### config.mk
export PLATFORM = sky130hd
export DESIGN_NAME = svc_rv_div_iter
export DESIGN_NICKNAME = d
export VERILOG_FILES = /design/src/rtl/svc_rv_div_iter.sv
export SDC_FILE = /design/constraint.sdc
export NUM_CORES = 1
export LEC_CHECK = 0
export CAP_MARGIN = 20
export CORE_ASPECT_RATIO = 1.25
export CORE_MARGIN = 2
export CORE_UTILIZATION = 34
export CTS_CLUSTER_DIAMETER = 100
export DETAILED_ROUTE_END_ITERATION = 8
export PLACE_DENSITY = 0.55
export SYNTH_ARGS = -nofsm -noshare
export SYNTH_HDL_FRONTEND = slang
export SYNTH_SLANG_ARGS = --single-unit
### constraint.sdc
create_clock -name clk -period 7.7 [get_ports clk]
set_input_delay 1.155 -clock clk [delete_from_list [all_inputs] [get_ports clk]]
set_output_delay 1.155 -clock clk [all_outputs]
set_load 0.02 [all_outputs]
### src/rtl/svc_rv_div_iter.sv
// rtl/svc_rv_div_iter.sv - iterative RISC-V DIV/DIVU/REM/REMU unit with valid/ready handshake
module svc_rv_div_iter #(
  parameter int XLEN  = 32,
  parameter int BPC   = 1,
  parameter int TAG_W = 5
) (
  input  logic             clk,
  input  logic             rst,
  input  logic             flush,
  input  logic             s_valid,
  output logic             s_ready,
  input  logic [1:0]       op,
  input  logic [XLEN-1:0]  dividend,
  input  logic [XLEN-1:0]  divisor,
  input  logic [TAG_W-1:0] s_tag,
  output logic             m_valid,
  input  logic             m_ready,
  output logic [XLEN-1:0]  m_result,
  output logic [TAG_W-1:0] m_tag,
  output logic             busy
);

  localparam int N  = XLEN / BPC;
  localparam int CW = (N > 1) ? $clog2(N) : 1;
  localparam logic [CW-1:0]   LAST    = CW'(N - 1);
  localparam logic [XLEN-1:0] MIN_NEG = {1'b1, {(XLEN-1){1'b0}}};

  typedef enum logic [1:0] {IDLE, CALC, DONE} state_t;

  state_t state, state_nxt;

  logic            accept, fast, div_zero, ovf;
  logic            is_signed, a_neg, b_neg;
  logic [XLEN-1:0] a_abs, b_abs, fast_res;
  logic [XLEN-1:0] quo, rem, dsor;
  logic [CW-1:0]   cnt;
  logic            neg_q, neg_r, sel_rem;
  logic [XLEN-1:0] quo_step, rem_step, q_fin, r_fin;
  logic [XLEN:0]   part;

  assign is_signed = ~op[0];
  assign a_neg     = is_signed & dividend[XLEN-1];
  assign b_neg     = is_signed & divisor[XLEN-1];
  assign a_abs     = a_neg ? -dividend : dividend;
  assign b_abs     = b_neg ? -divisor : divisor;
  assign div_zero  = (divisor == '0);
  assign ovf       = is_signed && (dividend == MIN_NEG) && (divisor == '1);
  assign fast      = div_zero | ovf;

  // Divide-by-zero and signed overflow resolve without iterating.
  always_comb begin
    fast_res = '0;
    if (div_zero) fast_res = op[1] ? dividend : '1;
    else          fast_res = op[1] ? '0 : dividend;
  end

  assign accept  = s_valid & s_ready & ~flush;
  assign busy    = (state != IDLE);
  assign m_valid = (state == DONE);

  always_ff @(posedge clk) begin
    if (rst) state <= IDLE;
    else     state <= state_nxt;
  end

  always_comb begin
    state_nxt = state;
    s_ready   = 1'b0;
    case (state)
      IDLE: begin
        s_ready = 1'b1;
        if (accept) state_nxt = fast ? DONE : CALC;
      end
      CALC: begin
        if (cnt == LAST) state_nxt = DONE;
      end
      DONE: begin
        s_ready = m_ready;
        if (accept)       state_nxt = fast ? DONE : CALC;
        else if (m_ready) state_nxt = IDLE;
      end
      default: state_nxt = IDLE;
    endcase
    if (flush) state_nxt = IDLE;
    if (rst)   s_ready   = 1'b0;
  end

  // BPC restoring steps per cycle; quo shifts out dividend bits and shifts in quotient bits.
  always_comb begin
    quo_step = quo;
    rem_step = rem;
    part     = '0;
    for (int i = 0; i < BPC; i++) begin
      part     = {rem_step, quo_step[XLEN-1]};
      quo_step = {quo_step[XLEN-2:0], 1'b0};
      if (part >= {1'b0, dsor}) begin
        part        = part - {1'b0, dsor};
        quo_step[0] = 1'b1;
      end
      rem_step = part[XLEN-1:0];
    end
  end

  assign q_fin = neg_q ? -quo_step : quo_step;
  assign r_fin = neg_r ? -rem_step : rem_step;

  always_ff @(posedge clk) begin
    if (rst) begin
      m_result <= '0;
      m_tag    <= '0;
      quo      <= '0;
      rem      <= '0;
      dsor     <= '0;
      cnt      <= '0;
      neg_q    <= 1'b0;
      neg_r    <= 1'b0;
      sel_rem  <= 1'b0;
    end else if (accept) begin
      m_tag   <= s_tag;
      quo     <= a_abs;
      rem     <= '0;
      dsor    <= b_abs;
      cnt     <= '0;
      neg_q   <= a_neg ^ b_neg;
      neg_r   <= a_neg;
      sel_rem <= op[1];
      if (fast) m_result <= fast_res;
    end else if (state == CALC && !flush) begin
      quo <= quo_step;
      rem <= rem_step;
      cnt <= cnt + 1'b1;
      if (cnt == LAST) m_result <= sel_rem ? r_fin : q_fin;
    end
  end

endmodule

Yosys cells after proc, flatten, opt, wreduce, memory -nomap -nowiden:

Cells that the tools add are included.

* output and inout bits: 40
* bits in registers: 143

* multiplexer cells: 24
* reduce and logical (&&, ||, !) cells: 13
* equal/unequal tests: 9
* order comparisons: 1
* add/sub/neg operators: 6
* bitwise gates (word level): 8

Operators with widths (number)
* 2-to-1 mux 32 bit: 15
* negator 32 bit: 4
* == test 32 bit (second input constant): 2
* greater-or-equal comparator 33 x 32 -> 1 bit: 1
* zero test 32 bit: 1
* subtractor 32 bit: 1
* 2-to-1 mux 2 bit: 5
* case mux 2 bit (3 select lines): 1
* AND reduction 3 bit: 2
* nonzero test 2 bit: 3
* adder 5 x 1 -> 5 bit (second input constant): 1
* == test 5 bit (second input constant): 1
* AND 1 bit: 4
* inequality test 2 bit (second input constant): 2
* OR reduction 2 bit: 2
* logical AND 1 bit: 3
* inequality test 3 x 1 -> 1 bit (second input constant): 1
* == test 2 x 1 -> 1 bit (second input constant): 1
* == test 2 bit (second input constant): 1
* zero test 2 bit: 1
* 2-to-1 mux 1 bit: 2
* inequality test 2 x 1 -> 1 bit (second input constant): 1
* inverter 1 bit: 2
* case mux 1 bit (2 select lines): 1
* other kinds (3): 3

Logic depth before layout (Yosys ltp):

Gate-level depths: netlist (run 1).

* depth after elaboration: 8
* mapped depth: 27
* gate-level depth less buffers: 21

Least setup slack after synthesis (run 1):

No wires, ideal clock.

* path type: register to register
* from: reg rem[6]
* to: reg m_result[30]
* required time: 7597 ps
* path slack: 1853 ps
* arrival time: 5744 ps
* library setup time: 103 ps
* stages on the path, launching flop included: 26
* path through: dfxtp_1 -> ha_1 -> buf_2 -> and2_0 -> buf_2 -> nand3_1 -> a211o_1 -> a2111o_1 -> nand3_2 -> clkbuf_1 -> buf_2 -> buf_1 -> clkbuf_1 -> a21oi_1 -> inv_1 -> ha_1 -> nand3_1 -> nor2_1 -> nand3_1 -> or4_1 -> o41ai_2 -> nand2b_1 -> or4b_4 -> o31ai_2 -> xnor2_1 -> a2111oi_2

* word-level cells in the longest chain between the ends: 8
* elaborated cells on any way between the ends: 12
* classes of those cells: add/sub: 3; order compare: 1; mux: 8

Ends and longest elaborated chain
* start, declared: RTL line 35 `logic [XLEN-1:0] quo, rem, dsor;`
* start signal, assigned: RTL line 130 `rem <= rem_step;`
* subtractor 32 bit or greater-or-equal comparator 33 x 32 -> 1 bit (tied branches): RTL line 97, 96
* 2-to-1 mux 32 bit or 2-to-1 mux 1 bit (tied branches): RTL line 96 `if (part >= {1'b0, dsor}) begin`
* negator 32 bit (on tied branches): RTL line 105, 104
* 2-to-1 mux 32 bit (on tied branches): RTL line 105, 104
* 2-to-1 mux 32 bit (*) (2 in series): RTL line 132 `if (cnt == LAST) m_result <= sel_rem ? r_fin : q_fin;`
* 2-to-1 mux 32 bit (*): RTL line 128 `end else if (state == CALC && !flush) begin`
* 2-to-1 mux 32 bit (*): RTL line 118 `end else if (accept) begin`
* end signal, assigned: RTL line 127 `if (fast) m_result <= fast_res;`
* end signal, assigned: RTL line 132
* end, declared: RTL line 18 `output logic [XLEN-1:0] m_result,`

Every way passes the cells marked *; elsewhere a longest branch is shown, timed or not. The select of a mux whose other input is x is not followed.
A chain may end at the register's enable or synchronous reset.

Worst setup path in the final report (run 1):

Same ends and word-level chain as after synthesis.

==> flow_metrics.py, run 1 <==
metrics = {
    "status": {
        "outcome": "finished, final reports clean",
    },
    "setup_path": {
        "r2r-end": "m_result[30]",
        "end_kind": "flop",
        "crit_arrival_ns": 6.38,
        "reg2reg_depth": 20,
        "required_ns": 8.05,
        "startpoint_type": "flop",
        "r2r-start": "rem[6]",
        "worst-setup-path-type": "reg2reg",
        "rrSetupSlack_ns": 1.67,
        "critPathMaxFanout": 53,
    },
    "cts": {
        "post_cts_resized": 0,
        "clkSinkCount": 143,
        "htreeDepth": 4,
        "cts_tree": "yes",
        "cts_setup_buffers": 0,
        "insertion_delay_ns": 0.45,
        "numCtsBuffers": 17,
        "clkTransAtPathRegs_ns": 0.07,
        "cts_buffer_depth": 2,
        "root_buffer": "clkbuf_16",
        "hold_buffers": 0,
    },
    "placed_design": {
        "routabilityCongestion": 0.885,
        "hpwl_mm": 33.0,
        "place_area_um2": 13500,
        "io_buffers": 115,
        "placedCellCount": 2176,
    },
    "drt": {
        "antenna_left": 0,
        "drc": 0,
        "drt-total-wl_mm": 44.0,
        "dr.pass1.iters": 5,
        "via_count": 12500,
        "drt_iter0_drc": 936,
        "avgRoutedWirePerCell_um": 19.9,
        "vias_per_cell": 5.69,
    },
    "finish": {
        "antennaDiodeCount": 0,
        "multi_input_area_um2": 8550,
        "layout_common_cells": "215 x nand2_1, 172 x nor2_1, 143 x dfxtp_1",
        "final-seq-area_um2": 2860,
        "final_core_util": 0.402,
        "mostFrequentLayoutCell": "nand2_1",
        "nFillCells": 3682,
        "final_nets": 1837,
        "final_cell_area_um2": 14100,
        "drive_gt1_frac": 0.0485,
        "stdcell_count": 2207,
        "syn_to_final_growth_pct": 17.0,
    },
    "logic_synthesis": {
        "synth_top_cell_area_share": 0.237,
        "synth-seq-area-share": 0.237,
        "syn_inst": 1680,
        "syn_nets": 1796,
        "ys_types": 86,
        "synth-main-ff-cell": "dfxtp_1",
        "synth_seq_cells": 143,
        "yosys.area.top_type": "dfxtp_1",
        "synth_warnings": 0,
        "avgSynthCellArea_um2": 7.19,
        "synth_edf_count": 0,
        "synth_area_leaders": "dfxtp_1 24%, nand2_1 6.7%, xnor2_1 5.7%",
        "ys_async_sr_fraction": 0,
        "synth_area_um2": 12100,
    },
    "pwr": {
        "power_leakage_nw": 5.02,
        "power_mw": 2.58,
        "powerDensity_nw_per_um2": 183,
        "ir_drop_v": 0.0000895,
    },
    "sta": {
        "skew_ns": 0.0104,
        "setup_viol": 0,
        "worstMarginPinSlew_ns": 1.10,
        "slew_viol_final": 0,
        "period_needed_ns": 6.03,
        "finalSetupTns_ns": 0,
        "finalHoldViolCount": 0,
        "grt_setup_unrepaired": "no",
        "clock.fmax_mhz": 166,
        "period_share": 0.783,
        "maxSlewHeadroom": 0.265,
    },
    "hold_path": {
        "hold-path-endpoint": "m_result[8]",
        "min_path_type": "reg2reg",
        "hold_depth": 2,
        "min_from": "m_result[8]",
    },
    "floorplan": {
        "dieArea_um2": 37100,
        "initial_core_util": 0.344,
        "ios": 116,
        "chipWidth_um": 173,
        "die_y_um": 215,
        "std_cell_rows": 77,
        "core_um2": 35200,
    },
    "grt": {
        "overflow": 0,
        "grt_pass1_vias": 12000,
        "grt_max_degree": 95,
        "grt_pass1_wl_mm": 68.8,
        "antenna_found_initial": 0,
        "grtUsageTotal": 0.235,
    },
    "flow_run": {
        "drv_cap": 0,
    },
}
per-stage QoR:
stage	worst slack, ns	hold WS (ns)
global placement	1.87	0.445
floorplan	1.85	0.441
global route	1.24	0.464
finish	1.67	0.456
detailed placement	1.75	0.449
CTS	1.72	0.457
worst max-delay path by stage:
stage | to | depth (start not counted) | start | slack [ns]
3_3_place_gp | m_result[30] | 20 | rem[6] | 1.87
4_1_cts | m_result[30] | 20 | rem[6] | 1.72
6_report | m_result[30] | 20 | rem[6] | 1.67
2_1_floorplan | m_result[30] | 25 | rem[6] | 1.85
5_1_grt | m_result[30] | 20 | rem[6] | 1.24
3_5_place_dp | m_result[30] | 20 | rem[6] | 1.75
Yosys cell counts (all sizes together) (7+ instances only):
cell and count:
nand2b 13, o211ai 20, xor2 49, o21a 9
nand3 35, o311ai 7, a21oi 119, or2 8
or3 42, and3 13, nor4 15, xnor2 78
dfxtp 143, clkbuf 93, inv 64, nand3b 15
a211oi 38, a311oi 37, buf 18, nor2 173
o21ai 112, nand4 19, or4 13, nor3 52
nor2b 10, maj3 25, ha 39, and2 15
nand2 215, o31ai 41, o41ai 10, a21o 12
a31oi 13, mux2i 22
cell type report:
class / instances / area share
sequential: 143 / 0.202
clock buffer: 21 / 0.0333
multi-input combinational: 1360 / 0.604
clock inverter: 10 / 0.00956
inverter: 66 / 0.0175
timing repair buffer: 133 / 0.0908
tap: 474 / 0.0419
flip-flops by register name, summed over array words and instances (netlist names):
| signal | cells |
|---|---|
| dsor | 32 |
| m_result | 32 |
| quo | 32 |
| rem | 32 |
| cnt | 5 |
| m_tag | 5 |
| state | 2 |
| neg_q | 1 |
| neg_r | 1 |
| sel_rem | 1 |
metal layers:
metal	global-route usage	wire length, um	vias to the layer above	share of wire
li1	-	-	6210	-
met1	0.287	18900	5935	0.43
met2	0.413	21800	330	0.49
met3	0.0264	1650	74	0.038
met4	0.105	1670	0	0.038
met5	0	0	-	0
worst max-delay path, cell delays in order (launching register included):
cell and delay, ns:
dfxtp_1 0.40, ha_1 0.45, and2_0 0.34, nand3_1 0.15, a211o_1 0.35, a2111o_1 0.45
nand3_2 0.16, buf_4 0.58, a21oi_1 0.24, inv_1 0.10, ha_1 0.21, nand3_1 0.14
nor2_1 0.24, nand3_1 0.11, or4_1 0.46, o41ai_2 0.07, nand2b_1 0.16, or4b_4 0.58
o31ai_2 0.28, xnor2_1 0.11, a2111oi_2 0.34
power by group:
group          leakage, nW  internal [mW]  switching, mW
combinational         3.56          0.340          0.577
sequential            1.16          0.764         0.0216
clock                0.299          0.532          0.346
total                 5.02           1.64          0.945
cell families (layout without fill, tap and decap cells):
| kind of cell | count (synthesis) | in the layout | share of synthesized area |
|---|---|---|---|
| compound gates | 483 | 483 | 0.269 |
| xor+xnor | 127 | 127 | 0.0921 |
| fa+ha+maj | 65 | 65 | 0.0628 |
| buf+inv | 177 | 230 | 0.0566 |
| flops | 143 | 143 | 0.237 |
| mux | 25 | 25 | 0.0210 |
| simple gates | 660 | 660 | 0.262 |
Power figures use the tool's default switching activity.
==> run 2: changes to the inputs <==
--- a/config.mk
+++ b/config.mk
@@ -11,7 +11,7 @@
 export CORE_UTILIZATION = 34
 export CTS_CLUSTER_DIAMETER = 100
 export DETAILED_ROUTE_END_ITERATION = 8
-export PLACE_DENSITY = 0.55
+export PLACE_DENSITY = 0.57
 export SYNTH_ARGS = -nofsm -noshare
 export SYNTH_HDL_FRONTEND = slang
 export SYNTH_SLANG_ARGS = --single-unit
==> constraint.sdc (replaced) <==
create_clock -name clk -period 5.2 [get_ports clk]
set_input_delay 0.78 -clock clk [delete_from_list [all_inputs] [get_ports clk]]
set_output_delay 0.78 -clock clk [all_outputs]
set_load 0.02 [all_outputs]
==> flow_metrics.py, run 2 (synthesis results as in run 1) <==
metrics = {
    "status": {
        "outcome": "finished, final reports clean",
    },
    "hold_path": {
        "min_path_type": "reg2reg",
        "hold-path-endpoint": "m_result[7]",
        "hold_depth": 2,
        "min_from": "m_result[7]",
    },
    "cts": {
        "clkSinkCount": 143,
        "htreeDepth": 4,
        "insertion_delay_ns": 0.46,
        "cts_buffer_depth": 2,
        "root_buffer": "clkbuf_16",
        "clkTransAtPathRegs_ns": 0.06,
        "numCtsBuffers": 17,
        "cts_tree": "yes",
        "hold_buffers": 0,
    },
    "finish": {
        "layout_common_cells": "215 x nand2_1, 171 x nor2_1, 140 x dfxtp_1",
        "stdcell_count": 2241,
        "antennaDiodeCount": 0,
        "multi_input_area_um2": 8770,
        "final-seq-area_um2": 2870,
        "mostFrequentLayoutCell": "nand2_1",
        "drive_gt1_frac": 0.0860,
        "syn_to_final_growth_pct": 21.2,
        "final_nets": 1870,
        "nFillCells": 3631,
    },
    "sta": {
        "maxSlewHeadroom": 0.341,
        "period_share": 0.963,
        "finalHoldViolCount": 0,
        "finalSetupTns_ns": 0,
        "clock.fmax_mhz": 200,
        "worstMarginPinSlew_ns": 0.988,
        "setup_viol": 0,
        "grt_setup_unrepaired": "no",
        "period_needed_ns": 5.01,
        "slew_viol_final": 0,
        "skew_ns": 0.00860,
    },
    "setup_path": {
        "crit_arrival_ns": 5.36,
        "required_ns": 5.55,
        "r2r-start": "dsor[0]",
        "critPathMaxFanout": 5,
        "reg2reg_depth": 14,
        "startpoint_type": "flop",
        "worst-setup-path-type": "reg2reg",
        "rrSetupSlack_ns": 0.19,
        "r2r-end": "m_result[27]",
        "end_kind": "flop",
    },
    "grt": {
        "grtUsageMet2": 0.432,
        "antenna_found_initial": 0,
        "busiest_layer": "met2",
        "grtUsageMet3": 0.0285,
        "grt_pass1_vias": 12300,
        "grt_use_met1": 0.291,
        "overflow": 0,
        "grtUsageTotal": 0.243,
        "grt_max_degree": 97,
        "grt_pass1_wl_mm": 71.2,
    },
    "pwr": {
        "ir_drop_v": 0.000140,
        "p_comb_frac": 0.375,
        "power_leakage_nw": 5.21,
        "p_switching_mw": 1.46,
        "pwr-share-seq": 0.296,
        "p_sw_frac": 0.372,
        "power.internal_mw": 2.47,
        "powerDensity_nw_per_um2": 268,
        "clockPowerShare": 0.329,
    },
    "drt": {
        "avgRoutedWirePerCell_um": 20.5,
        "dr.pass1.iters": 7,
        "antenna_left": 0,
        "vias_per_cell": 5.76,
        "drt-total-wl_mm": 45.8,
        "drc": 0,
        "drt_iter0_drc": 813,
        "via_count": 12900,
    },
    "placed_design": {
        "routabilityCongestion": 0.987,
        "placedCellCount": 2207,
        "io_buffers": 115,
        "hpwl_mm": 34.5,
    },
    "floorplan": {
        "dieArea_um2": 37100,
        "std_cell_rows": 77,
        "chipWidth_um": 173,
        "core_um2": 35200,
        "ios": 116,
        "die_y_um": 215,
        "initial_core_util": 0.344,
    },
    "flow_run": {
        "drv_cap": 0,
    },
}
[run 2: changes by cell type in the layout (fill, tap and decap cells not counted), sizes merged]
cell,change
buf,+32
clkinv,+3
inv,-1
[run 2: repair_timing]
action / in CTS / in global routing
gates resized for setup: 0 / 48
buffers inserted: 0 / 1
setup endpoints to repair: 0 / 5
[run 2: stage by stage]
stage | cell area [um2] | power, mW | util | hold slack [ns] | worst slack, ns
final | 14600 | 3.93 | 0.416 | 0.450 | 0.192
after global routing | 14600 | 4.11 | 0.416 | 0.468 | 0.000956
after CTS | 14400 | 3.87 | 0.410 | 0.452 | 0.0402
after detailed placement | 13800 | 2.58 | 0.393 | 0.446 | 0.0618
after global placement | 13800 | 2.58 | 0.393 | 0.443 | 0.222
after floorplan | 12100 | 2.11 | - | 0.441 | 0.0121
[run 2: worst max path at each step]
stage / start / slack (ns) / to / cells past startpoint
3_3_place_gp: rem[7] / 0.22 / m_result[30] / 18
3_5_place_dp: rem[7] / 0.06 / m_result[30] / 18
2_1_floorplan: rem[6] / 0.01 / m_result[30] / 23
6_report: dsor[0] / 0.19 / m_result[27] / 14
5_1_grt: dsor[6] / 0.001 / m_result[30] / 21
4_1_cts: rem[7] / 0.04 / m_result[30] / 18
[run 2: worst max-delay path, cell delays in order (launching register included)]
cell and delay (ns):
dfxtp_1 0.46, ha_1 0.24, inv_1 0.06, fa_1 0.41, a21o_1 0.25, a221oi_4 0.38
o21ai_0 0.20, a21oi_1 0.50, a211oi_1 0.31, or4b_1 0.56, and2_1 0.23, or4b_4 0.55
o31ai_2 0.26, xnor2_1 0.14, a2111oi_2 0.35
[run 2: final cells by class]
| class | instances | share of cell area |
|---|---|---|
| sequential | 143 | 0.196 |
| inverter | 66 | 0.0169 |
| timing repair buffer | 166 | 0.107 |
| clock buffer | 20 | 0.0312 |
| tap | 474 | 0.0405 |
| clock inverter | 12 | 0.00966 |
| multi-input combinational | 1360 | 0.599 |
[run 2: metal layers]
| metal | routed length, um | share of wire |
|---|---|---|
| met3 | 1920 | 0.042 |
| met1 | 19300 | 0.42 |
| met2 | 22900 | 0.50 |
| met4 | 1790 | 0.039 |
| met5 | 0 | 0 |
[run 2: power groups by stage]
stage	clock, mW	combinational [mW]	sequential, mW
floorplan	0	0.933	1.18
global placement	0	1.40	1.19
detailed placement	0	1.39	1.19
CTS	1.31	1.40	1.16
global route	1.36	1.59	1.17
finish	1.29	1.47	1.16
